### src/rtl/counter_pkg.sv
// Shared constants and helpers for the parametrised up/down counter family.
package counter_pkg;

    localparam logic CNT_DN   = 1'b0;
    localparam logic CNT_UP   = 1'b1;
    localparam logic CNT_WRAP = 1'b0;
    localparam logic CNT_SAT  = 1'b1;

    // Largest value representable in 'width' bits, kept within 32 bits.
    function automatic int unsigned cnt_default_max(input int unsigned width);
        if (width >= 32)
            return 32'hFFFF_FFFF;
        return (32'd1 << width) - 32'd1;
    endfunction

endpackage

### src/rtl/counter_next.sv
// Combinational next-count logic: step up or down within 0..MAX_VAL,
// reporting whether the step wrapped or was blocked by saturation.
module counter_next
    import counter_pkg::*;
#(
    parameter int unsigned      WIDTH   = 4,
    parameter logic [WIDTH-1:0] MAX_VAL = WIDTH'(cnt_default_max(WIDTH))
) (
    input  logic [WIDTH-1:0] out,
    input  logic             updn,
    input  logic             sat,
    output logic [WIDTH-1:0] next_val,
    output logic             wrap_evt,
    output logic             sat_evt
);

    // Boundaries are explicit compares against MAX_VAL so non-power-of-two
    // moduli behave the same as full-range ones.
    always_comb begin
        next_val = out;
        wrap_evt = 1'b0;
        sat_evt  = 1'b0;
        if (updn == CNT_UP) begin
            if (out < MAX_VAL) begin
                next_val = out + 1'b1;
            end else if (sat == CNT_SAT) begin
                sat_evt = 1'b1;
            end else begin
                next_val = '0;
                wrap_evt = 1'b1;
            end
        end else begin
            if (out != '0) begin
                next_val = out - 1'b1;
            end else if (sat == CNT_SAT) begin
                sat_evt = 1'b1;
            end else begin
                next_val = MAX_VAL;
                wrap_evt = 1'b1;
            end
        end
    end

endmodule

### src/rtl/counter_updn_param.sv
// Parametrised up/down counter with load, terminal flags and wrap pulse.
// Define COUNTER_SAT_EN to add the per-cycle 'sat' mode input and live 'sat_hit'.
module counter_updn_param
    import counter_pkg::*;
#(
    parameter int unsigned WIDTH   = 4,
    parameter int unsigned MAX_VAL = cnt_default_max(WIDTH)
) (
    input  logic             clk,
    input  logic             rst,
    input  logic             en,
    input  logic             updn,
    input  logic             load,
    input  logic [WIDTH-1:0] load_val,
`ifdef COUNTER_SAT_EN
    input  logic             sat,
`endif
    output logic [WIDTH-1:0] out,
    output logic             at_max,
    output logic             at_min,
    output logic             wrap,
    output logic             sat_hit
);

    localparam logic [WIDTH-1:0] MAX_V = WIDTH'(MAX_VAL);

    logic             sat_mode;
    logic [WIDTH-1:0] next_val;
    logic             wrap_evt;
    logic             sat_evt;

`ifdef COUNTER_SAT_EN
    assign sat_mode = sat;
`else
    // Constant wrap mode lets synthesis drop the saturation path and sat_hit flop.
    assign sat_mode = CNT_WRAP;
`endif

    counter_next #(
        .WIDTH   (WIDTH),
        .MAX_VAL (MAX_V)
    ) u_next (
        .out      (out),
        .updn     (updn),
        .sat      (sat_mode),
        .next_val (next_val),
        .wrap_evt (wrap_evt),
        .sat_evt  (sat_evt)
    );

    always_ff @(posedge clk) begin
        if (rst) begin
            out     <= '0;
            wrap    <= 1'b0;
            sat_hit <= 1'b0;
        end else if (load) begin
            out     <= (load_val > MAX_V) ? MAX_V : load_val;
            wrap    <= 1'b0;
            sat_hit <= 1'b0;
        end else if (en) begin
            out     <= next_val;
            wrap    <= wrap_evt;
            sat_hit <= sat_evt;
        end else begin
            wrap    <= 1'b0;
            sat_hit <= 1'b0;
        end
    end

    assign at_max = (out == MAX_V);
    assign at_min = (out == '0);

endmodule
### config.mk
export PLATFORM = sky130hd
export DESIGN_NAME = counter_updn_param
export DESIGN_NICKNAME = d
export VERILOG_FILES = /design/src/rtl/counter_pkg.sv /design/src/rtl/counter_next.sv /design/src/rtl/counter_updn_param.sv
export SDC_FILE = /design/constraint.sdc
export NUM_CORES = 1
export LEC_CHECK = 0
export ABC_AREA = 1
export CELL_PAD_IN_SITES_DETAIL_PLACEMENT = 1
export CELL_PAD_IN_SITES_GLOBAL_PLACEMENT = 1
export CORE_AREA = 2 2 41 43
export DETAILED_ROUTE_END_ITERATION = 12
export DIE_AREA = 0 0 43 45
export PLACE_DENSITY = 0.82
export SLEW_MARGIN = 20
export SYNTH_ARGS = -nofsm -noshare
export SYNTH_HDL_FRONTEND = slang
export SYNTH_SLANG_ARGS = --single-unit
### constraint.sdc
create_clock -name clk -period 2.2 [get_ports clk]
set_clock_uncertainty 0.1 [all_clocks]
set_input_delay 0.22 -clock clk [delete_from_list [all_inputs] [get_ports clk]]
set_output_delay 0.22 -clock clk [all_outputs]
set_load 0.02 [all_outputs]
==> flow_summary_export.csv <==
group,metric,value,unit
run_status,status,"complete, no violations",
grt,grt_pass1_wl,1860,microns
timing,finalSetupViolations,0,
setup_path,cp-end-kind,"output port",
placed_design,placedCellCount,89,
timing,fin_tns_setup,0,ps
timing,post-route-period-util,91.3,%
routing,antenna_left,0,
die,core.rowCount,14,
power,ir_drop,0.220,mV
grt,grt.overflow.total,0,
placed_design,port_buffers,15,
cells_and_area,nets,89,
logic_synthesis,synth-compound-area-share,18.2,%
timing,hold-worst-slack,459,ps
setup_path,crit_chain,"ha_1, nand3_2, inv_1, clkdlybuf4s50_1",
die,placeableCoreArea,1470,sq um
placed_design,gp_congestion,0.798,
setup_path,crit_arrival,1690,ps
logic_synthesis,synth_top_family_by_area,"simple AND/OR/NAND/NOR gates",
timing,hold_violations,0,
grt,grt_pass1_vias,468,
grt,antenna_found_initial,0,
setup_path,max_stage_delay,590,ps
routing,via_per_inst,4.67,
power,power,0.313,mW
setup_path,crit_fanout,6,
cells_and_area,final_cells,93,
placed_design,dp_hpwl,901,microns
logic_synthesis,yosys.area_share.simple,33.2,%
die,fp.dieH,45,microns
routing,wirelength,1120,microns
placed_design,place_area,551,sq um
clocking,clk_pin_slew_worst_paths,40,ps
setup_path,cp_slowest_cell,"clkdlybuf4s50_1",
logic_synthesis,ys_seq_area_share,25.1,%
die,dieArea,1940,sq um
timing,max_clock_freq,0.498,GHz
timing,layout_setup_ws,190,ps
placed_design,placement.setup.worst_slack,328,ps
die,die_w,43,microns
clocking,cts.htree.levels,1,
setup_path,crit_required,1880,ps
grt,grtUsageTotal,13.0,%
logic_synthesis,synthCells,60,
cells_and_area,postLayoutCellArea,579,sq um
logic_synthesis,synthMuxAreaShare,0,%
timing,rsz0062_at_grt,"no",
setup_path,path_buf_inv,2,
min_path,min_path_type,"input port to flip-flop",
clocking,cts.path.max_buffers,2,
clocking,cts_root_buf,"clkbuf_4",
setup_path,startpoint_type,"flip-flop",
routing,drt_iter0_markers,2,
run,max_cap_violations,0,
logic_synthesis,yosysWarnings,0,
routing,route.detailed.drc,0,
timing,drv_slew,0,
logic_synthesis,synth_seq_cells,5,
logic_synthesis,syn-num-nets,71,
routing,vias,434,
grt,grt_start_max_net_pins,10,
clocking,clock_latency,240,ps
routing,drtPass1Iterations,2,
logic_synthesis,synthAdderAreaFrac,6.27,%
die,start_util,27.1,%
setup_path,crit_family,"buffers and inverters",
setup_path,path_class,"flip-flop to output port",
logic_synthesis,netlist_area,399,sq um
logic_synthesis,syn_area_per_cell,6.65,sq um
cells_and_area,drive_gt1_share,11.7,%
cells_and_area,area_delta_synth_final,45.1,%
logic_synthesis,synth_xor_area_share,2.19,%
cells_and_area,antenna_cells,0,
power,powerDensity,541,nW/um^2
logic_synthesis,yosysUniqueCellTypes,21,
power,p_leak,0.257,nW
timing,period_minus_slack,2010,ps
cells_and_area,final_core_util,39.4,%
die,boundaryPins,17,
clocking,numClockSinks,5,
clocking,hold_buffers,0,
clocking,cts_buffers,3,
routing,wire_per_inst,12.0,microns
clocking,cts_tree,"done",
## final timing paths
check                   start      to  slack [ps]  cells past startpoint
hold / removal    load_val[1]  out[1]         460                      3
hold reg to reg        out[1]  out[1]         460                      2
setup / recovery       out[0]  at_max         190                      4
setup reg to reg       out[0]  out[2]         560                      7
## cells by family after synthesis
kind of cell / Yosys count
xor gates and xnor gates: 1
buffers and inverters: 12
and+or+nand+nor: 28
adders and majority gates: 2
other: 1
DFF: 5
AOI/OAI and AO/OA: 11
## placed cells by master, fill, tap and decap left out, drive strengths merged
| master | count |
|---|---|
| xnor2 | 1 |
| nand2 | 16 |
| o21bai | 1 |
| a21oi | 3 |
| o21ai | 3 |
| dlymetal6s2s | 1 |
| a31oi | 3 |
| clkdlybuf4s50 | 14 |
| inv | 10 |
| clkbuf | 4 |
| conb | 1 |
| nand4 | 2 |
| dfxtp | 5 |
| nor2 | 4 |
| ha | 2 |
| nand3 | 5 |
| nor3 | 1 |
| a211oi | 1 |
## layer usage
metal / vias to the layer above / wire length (microns) / global-route usage (%)
met5: - / 0 / 0
met1: 194 / 462 / 13.7
met2: 10 / 596 / 23.3
met3: 2 / 46 / 3.20
met4: 0 / 8 / 8.48
li1: 228 / - / -
## power breakdown
| group | internal [mW] | switching, mW |
|---|---|---|
| Combinational | 0.0472 | 0.0512 |
| Sequential | 0.0973 | 0.0122 |
| Clock | 0.0685 | 0.0368 |
| Total | 0.213 | 0.100 |
## flip-flops by register name (all words and copies together), names as in the netlist
name,cells
wrap,1
out,4
## timing repair
| item | in CTS | in global routing |
|---|---|---|
| endpoints found under the setup margin | 0 | 1 |
| setup buffers | 0 | 0 |
| resized for setup | 0 | 1 |
## worst min-delay path: stages
cell and delay, ps:
clkdlybuf4s50_1 390, nand2_1 60, a31oi_1 70
## final cells by class
type                    instances  area (sq um)
clock buffers                   4          26.3
fillers                       195           892
inverters                      10          37.5
multi-input cells              43           243
flip-flops and latches          5           100
well taps                      16          20.0
repair buffers                 15           153
## synth_stat cells
| master | number | area [sq um] |
|---|---|---|
| nand4_1 | 2 | 12.5 |
| xnor2_1 | 1 | 8.76 |
| ha_1 | 2 | 25.0 |
| dfxtp_1 | 5 | 100 |
| a21oi_1 | 3 | 15.0 |
| o21ai_2 | 1 | 8.76 |
| nor2_2 | 1 | 6.26 |
| o21ai_0 | 2 | 10.0 |
| buf_4 | 1 | 7.51 |
| o21bai_1 | 1 | 7.51 |
| inv_1 | 10 | 37.5 |
| nand3_1 | 4 | 20.0 |
| nor2_1 | 3 | 11.3 |
| nand2_1 | 15 | 56.3 |
| nand3_2 | 1 | 10.0 |
| nor3_2 | 1 | 10.0 |
| conb_1 | 1 | 3.75 |
| a211oi_2 | 1 | 12.5 |
| a31oi_1 | 3 | 18.8 |
| nand2_2 | 1 | 6.26 |
| buf_6 | 1 | 11.3 |
No activity file was read; power rests on OpenSTA's default activity.
